`src/rtl/fetch_stage.sv`:
```
// Instruction fetch stage: owns the PC, issues one memory request at a time and
// feeds the IF/ID register, with decode stall, redirect flush and a one-entry buffer.
module fetch_stage #(
  parameter int unsigned      XLEN      = 32,
  parameter logic [XLEN-1:0]  RESET_PC  = '0,
  parameter logic [31:0]      NOP_INSTR = 32'h0000_0013
) (
  input  logic            clk,
  input  logic            rst,
  output logic            imem_req_valid,
  input  logic            imem_req_ready,
  output logic [XLEN-1:0] imem_req_addr,
  input  logic            imem_rsp_valid,
  input  logic [31:0]     imem_rsp_data,
  input  logic            redirect_valid,
  input  logic [XLEN-1:0] redirect_pc,
  input  logic            stall,
  output logic            if_id_valid,
  output logic [XLEN-1:0] if_id_pc,
  output logic [XLEN-1:0] if_id_pc_plus4,
  output logic [31:0]     if_id_instr,
  output logic [6:0]      if_id_opcode
);

  typedef enum logic [1:0] {
    S_FETCH,
    S_WAIT,
    S_HOLD
  } state_t;

  localparam logic [XLEN-1:0] PC_STEP    = XLEN'(4);
  localparam logic [XLEN-1:0] ALIGN_MASK = ~(XLEN'(3));

  state_t          r_state;
  state_t          w_state_nxt;
  logic [XLEN-1:0] r_pc;
  logic [XLEN-1:0] w_pc_nxt;
  logic            r_drop;
  logic            w_drop_nxt;
  logic            r_buf_valid;
  logic            w_buf_valid_nxt;
  logic [31:0]     r_buf_instr;
  logic [XLEN-1:0] r_buf_pc;

  logic            r_if_valid;
  logic [XLEN-1:0] r_if_pc;
  logic [XLEN-1:0] r_if_pc4;
  logic [31:0]     r_if_instr;

  logic            w_req_valid;
  logic            w_hs;
  logic            w_slot_free;
  logic [XLEN-1:0] w_pc_plus4;
  logic [XLEN-1:0] w_redirect_target;
  logic            w_buf_load;
  logic            w_if_load;
  logic            w_if_from_buf;
  logic            w_flush;
  logic [31:0]     w_if_instr_src;
  logic [XLEN-1:0] w_if_pc_src;

  assign w_req_valid       = (r_state == S_FETCH) && !rst;
  assign w_hs              = w_req_valid && imem_req_ready;
  assign w_slot_free       = !(r_if_valid && stall);
  assign w_pc_plus4        = r_pc + PC_STEP;
  assign w_redirect_target = redirect_pc & ALIGN_MASK;
  assign w_if_instr_src    = w_if_from_buf ? r_buf_instr : imem_rsp_data;
  assign w_if_pc_src       = w_if_from_buf ? r_buf_pc : r_pc;

  always_ff @(posedge clk or posedge rst) begin
    if (rst) begin
      r_state     <= S_FETCH;
      r_pc        <= RESET_PC;
      r_drop      <= 1'b0;
      r_buf_valid <= 1'b0;
    end else begin
      r_state     <= w_state_nxt;
      r_pc        <= w_pc_nxt;
      r_drop      <= w_drop_nxt;
      r_buf_valid <= w_buf_valid_nxt;
    end
  end

  // Redirect outranks stall and any response; drop marks the one stale response still owed.
  always_comb begin
    w_state_nxt     = r_state;
    w_pc_nxt        = r_pc;
    w_drop_nxt      = r_drop;
    w_buf_valid_nxt = r_buf_valid;
    w_buf_load      = 1'b0;
    w_if_load       = 1'b0;
    w_if_from_buf   = 1'b0;
    w_flush         = 1'b0;
    if (redirect_valid) begin
      w_flush         = 1'b1;
      w_pc_nxt        = w_redirect_target;
      w_buf_valid_nxt = 1'b0;
      unique case (r_state)
        S_FETCH: begin
          if (w_hs) begin
            w_drop_nxt  = 1'b1;
            w_state_nxt = S_WAIT;
          end
        end
        S_WAIT: begin
          if (imem_rsp_valid) begin
            w_drop_nxt  = 1'b0;
            w_state_nxt = S_FETCH;
          end else begin
            w_drop_nxt  = 1'b1;
          end
        end
        S_HOLD:  w_state_nxt = S_FETCH;
        default: w_state_nxt = S_FETCH;
      endcase
    end else begin
      unique case (r_state)
        S_FETCH: begin
          if (w_hs) w_state_nxt = S_WAIT;
        end
        S_WAIT: begin
          if (imem_rsp_valid) begin
            if (r_drop) begin
              w_drop_nxt  = 1'b0;
              w_state_nxt = S_FETCH;
            end else if (w_slot_free) begin
              w_if_load   = 1'b1;
              w_pc_nxt    = w_pc_plus4;
              w_state_nxt = S_FETCH;
            end else begin
              w_buf_load      = 1'b1;
              w_buf_valid_nxt = 1'b1;
              w_pc_nxt        = w_pc_plus4;
              w_state_nxt     = S_HOLD;
            end
          end
        end
        S_HOLD: begin
          if (!stall) begin
            w_if_load       = 1'b1;
            w_if_from_buf   = 1'b1;
            w_buf_valid_nxt = 1'b0;
            w_state_nxt     = S_FETCH;
          end
        end
        default: w_state_nxt = S_FETCH;
      endcase
    end
  end

  always_ff @(posedge clk or posedge rst) begin
    if (rst) begin
      r_buf_instr <= '0;
      r_buf_pc    <= '0;
    end else if (w_buf_load) begin
      r_buf_instr <= imem_rsp_data;
      r_buf_pc    <= r_pc;
    end
  end

  // A stalled valid instruction holds; any other cycle without a load leaves a bubble.
  always_ff @(posedge clk or posedge rst) begin
    if (rst) begin
      r_if_valid <= 1'b0;
      r_if_pc    <= '0;
      r_if_pc4   <= '0;
      r_if_instr <= NOP_INSTR;
    end else if (w_flush) begin
      r_if_valid <= 1'b0;
      r_if_instr <= NOP_INSTR;
    end else if (w_if_load) begin
      r_if_valid <= 1'b1;
      r_if_pc    <= w_if_pc_src;
      r_if_pc4   <= w_if_pc_src + PC_STEP;
      r_if_instr <= w_if_instr_src;
    end else if (w_slot_free) begin
      r_if_valid <= 1'b0;
      r_if_instr <= NOP_INSTR;
    end
  end

  assign imem_req_valid = w_req_valid;
  assign imem_req_addr  = r_pc;
  assign if_id_valid    = r_if_valid;
  assign if_id_pc       = r_if_pc;
  assign if_id_pc_plus4 = r_if_pc4;
  assign if_id_instr    = r_if_instr;
  assign if_id_opcode   = r_if_instr[6:0];

endmodule

```
`config.mk`:
```
export PLATFORM = sky130hd
export DESIGN_NAME = fetch_stage
export DESIGN_NICKNAME = d
export VERILOG_FILES = /design/src/rtl/fetch_stage.sv
export SDC_FILE = /design/constraint.sdc
export NUM_CORES = 1
export LEC_CHECK = 0
export ABC_AREA = 1
export ABC_CLOCK_PERIOD_IN_PS = 16600
export CORE_ASPECT_RATIO = 1.75
export CORE_MARGIN = 4
export CORE_UTILIZATION = 55
export CTS_BUF_LIST = sky130_fd_sc_hd__clkbuf_16
export DETAILED_ROUTE_END_ITERATION = 16
export HOLD_SLACK_MARGIN = 0.03
export MAX_ROUTING_LAYER = met4
export PLACE_DENSITY = 0.88
export RECOVER_POWER = 25
export SYNTH_ARGS = -nofsm -noshare
export SYNTH_HDL_FRONTEND = slang
export SYNTH_SLANG_ARGS = --single-unit
```
`constraint.sdc`:
```
create_clock -name clk -period 16.6 [get_ports clk]
set_input_delay 1.66 -clock clk [delete_from_list [all_inputs] [get_ports clk]]
set_output_delay 1.66 -clock clk [all_outputs]
set_load 0.05 [all_outputs]
```
==> metrics.md <==
| Metric | Value |
|---|---|
| CTS tree | done |
| Unrepaired setup endpoints after global routing | false |
| Initial Utilization | 56.18% |
| Most frequent cells in the layout | nand2_1, dfrtp_1, clkdlybuf4s50_1, o21ai_0, inv_1 |
| Post-route setup slack | 10.46 ns |
| Yosys reg bits | 188 |
| Die area | 19560 µm² |
| DRT Pass-1 Iters | 6 |
| Worst IR drop on VDD | 0.07191 mV |
| Worst hold path type | reg -> reg |
| Post-layout min period | 6.137 ns |
| Mapped Cells | 1260 |
| Post-synthesis sequential area ratio | 49.45% |
| Period utilization | 36.97% |
| Commonest non-fill, non-tap cell in the layout | nand2_1 |
| Switching Fraction | 41.84% |
| Vias per inst | 5.502 |
| GPL Wtd Cong | 0.9077 |
| Power, Total | 1.610 mW |
| Largest net degree at the start of global routing | 114 |
| Antenna violations before repair | 2 |
| Die width | 107.5 µm |
| Chip height | 182.0 µm |
| Worst EP required | 16.89 ns |
| Detailed Place HPWL | 19610 µm |
| R2R Setup Slk | 13.02 ns |
| Reg clk slew, reported paths | 0.08 ns |
| Num CTS Buffers | 17 |
| Antenna Violating Nets Remaining | 0 |
| Critical-path cell list | dlygate4sd3_1 > clkbuf_1 > inv_1 > clkbuf_1 > nand2_1 > inv_1 > nor2_1 > nand2_1 > o21ai_0 |
| Max-slew violation count | 158 |
| Global-route wire length before repair | 44880 µm |
| Hold buffer count at CTS | 0 |
| Layout area overhead | 27.22% |
| Yosys warns | 0 |
| Port Buf Inserts | 198 |
| Worst Setup Start Kind | primary input |
| Async S/R FF share, synth | 100.0% |
| Final nets | 1496 |
| Distinct cell type count after synthesis | 37 |
| Area of the core | 16950 µm² |
| Post-CTS setup repair buffer count | 0 |
| Share of cells above drive strength 1 | 4.812% |
| Post-synth EDFFs | 0 |
| Post-Route WL | 27510 µm |
| Total negative slack | 0 ns |
| Leak | 5.801 nW |
| Worst Setup End Kind | flip-flop |
| Synth Cell Area | 9520 µm² |
| Placed cell areas | 11540 µm² |
| Relative max-transition margin | -209.2% |
| Failing checks | capacitance limit, slew limit |
| CP Max Fanout | 50 |
| CTS sink count | 188 |
| # setup viols final | 0 |
| Clock Power Share | 25.2% |
| Wirelength per Cell | 16.54 µm |
| GRT Total Usage | 29.66% |
| CP delay by family, top | buffers and inverters |
| # rows | 63 |
| Grt total ovfl | 0 |
| Clk_lat worst skew | 0.44 ns |
| Final Hold Violating Endpoints | 0 |
| # IOs | 207 |
| CTS Buffer Depth | 2 |
| FMAX | 162.9 MHz |
| Outcome | finished, violations left |
| Slew @ Worst Pin | 4.613 ns |
| DRT iter0 DRCs | 764 |
| P_int | 936.4 µW |
| Finished Cell Area | 12110 µm² |
| # DRC | 0 |
| Vias in the first global route | 9121 |
| Arrival time at the worst endpoint | 6.43 ns |
| Vias post-DR | 9149 |
| Pwr Density | 132.9 nW/µm² |
| Buf+Inv Stages, Crit Path | 5 |
| Critical-path top delay cell | clkbuf_1 |
| Crit Path Class | in -> reg |
| Max incr delay on CP | 1.61 ns |
| H-tree levels | 4 |
| Comb pwr share | 38.2% |
| Primary FF master, synth | dfrtp_1 |
| Root Driver | clkbuf_16 |
| Final core utilization | 71.47% |
| # resized after CTS | 0 |
| Max-Cap Viols | 2 |
| NetSw | 673.7 µW |
| Layout Skew | 0.008347 ns |
| Syn avg cell area | 7.556 µm² |
| Pre-CTS WS | 11.57 ns |
| Sequential power share | 36.6% |
==> flip-flops by register name (all words and copies together), names as in the netlist <==
name            cells
r_buf_instr        32
r_buf_pc           30
r_state             2
if_id_pc           30
if_id_valid         1
imem_req_addr      30
if_id_pc_plus4     30
r_drop              1
if_id_instr        32
==> layout make-up <==
| cell class | count | area, µm² |
|---|---|---|
| antenna | 2 | 5.005 |
| clock buffer | 17 | 425.4 |
| clock inverter | 15 | 148.9 |
| fill | 1277 | 4836 |
| inverter | 121 | 455.4 |
| multi-input combinational | 887 | 4050 |
| sequential | 188 | 4708 |
| tap | 227 | 284.0 |
| timing repair buffer | 206 | 2034 |
==> stage by stage <==
step | std cells | hold slack [ns]
2_1_floorplan | 1265 | 0.4365
3_3_place_gp | 1629 | 0.4463
3_5_place_dp | 1629 | 0.4590
4_1_cts | 1661 | 0.4768
5_1_grt | 1663 | 0.4904
6_report | 1663 | 0.4743
==> synth_stat cells, types with 3 or more instances <==
cell type    n  share of area, %
nor2_4       5              0.59
o21ai_0    146               7.7
o221ai_1     5              0.46
dfstp_2      3              0.83
nor3_1      14              0.74
o22ai_1      6              0.39
buf_4       15               1.2
o21ai_1     10              0.53
inv_2        6              0.24
xor2_1      20               1.8
inv_1      115               4.5
a21oi_1     19               1.0
o21a_1       3              0.24
buf_2        9              0.47
dfrtp_1    185                49
o211ai_1    10              0.79
nand4_1      9              0.59
nor2_2       5              0.33
clkbuf_1    39               1.5
buf_1        4              0.16
or2_2        4              0.26
nand2_1    448                18
nand2_2      3              0.20
nand3_1     77               4.0
nor2_1      79               3.1
ha_1         5              0.66
==> logic make-up (layout without fill, tap and decap cells) <==
family | after synthesis | in the layout | share of synthesized area (%)
and+or+nand+nor | 652 | 652 | 28.18
buffers and inverters | 190 | 359 | 8.358
adders and majority gates | 5 | 5 | 0.6571
other | 1 | 8 | 0.03939
DFF | 188 | 188 | 49.45
xor gates and xnor gates | 20 | 20 | 1.840
AOI/OAI and AO/OA | 204 | 204 | 11.47
==> path summary, 6_finish.rpt <==
path                                 endpoint           start  depth (start not counted)
max in group asynchronous     r_buf_instr[25]             rst                          3
min in group asynchronous     if_id_instr[28]             rst                          2
max                         imem_req_addr[25]  redirect_valid                          9
min                               if_id_pc[2]     if_id_pc[2]                          2
min reg2reg                       if_id_pc[2]     if_id_pc[2]                          2
max reg2reg                if_id_pc_plus4[30]      r_state[0]                         15
==> per-layer routing <==
| layer | up-vias | GRT usage [%] | part of all wire, % |
|---|---|---|---|
| li1 | 4315 | - | - |
| met1 | 4282 | 34.67 | 37 |
| met2 | 446 | 48.58 | 51 |
| met3 | 106 | 4.305 | 6.5 |
| met4 | 0 | 16.84 | 5.8 |
| met5 | - | - | 0 |
==> power by group through the flow <==
stage / logic, mW / clock network (mW) / registers (mW)
6_report: 0.615 / 0.405 / 0.590
5_1_grt: 0.651 / 0.424 / 0.600
4_1_cts: 0.620 / 0.407 / 0.589
3_5_place_dp: 0.617 / 0 / 0.596
3_3_place_gp: 0.606 / 0 / 0.594
2_1_floorplan: 0.153 / 0 / 0.834
==> worst reg2reg max path, cell delays in order, from the launching register on <==
cell	delay [ns]
dfrtp_1	0.39
inv_1	0.10
ha_1	0.35
nand3_2	0.59
buf_4	0.53
o21ai_1	0.37
inv_1	0.09
ha_1	0.23
nand3_1	0.18
inv_2	0.07
nand2_2	0.16
nor2_1	0.11
nand2_1	0.10
nand2_1	0.06
nand3_1	0.09
nand2_1	0.07
Note: power is estimated with default switching activity, not from simulation.
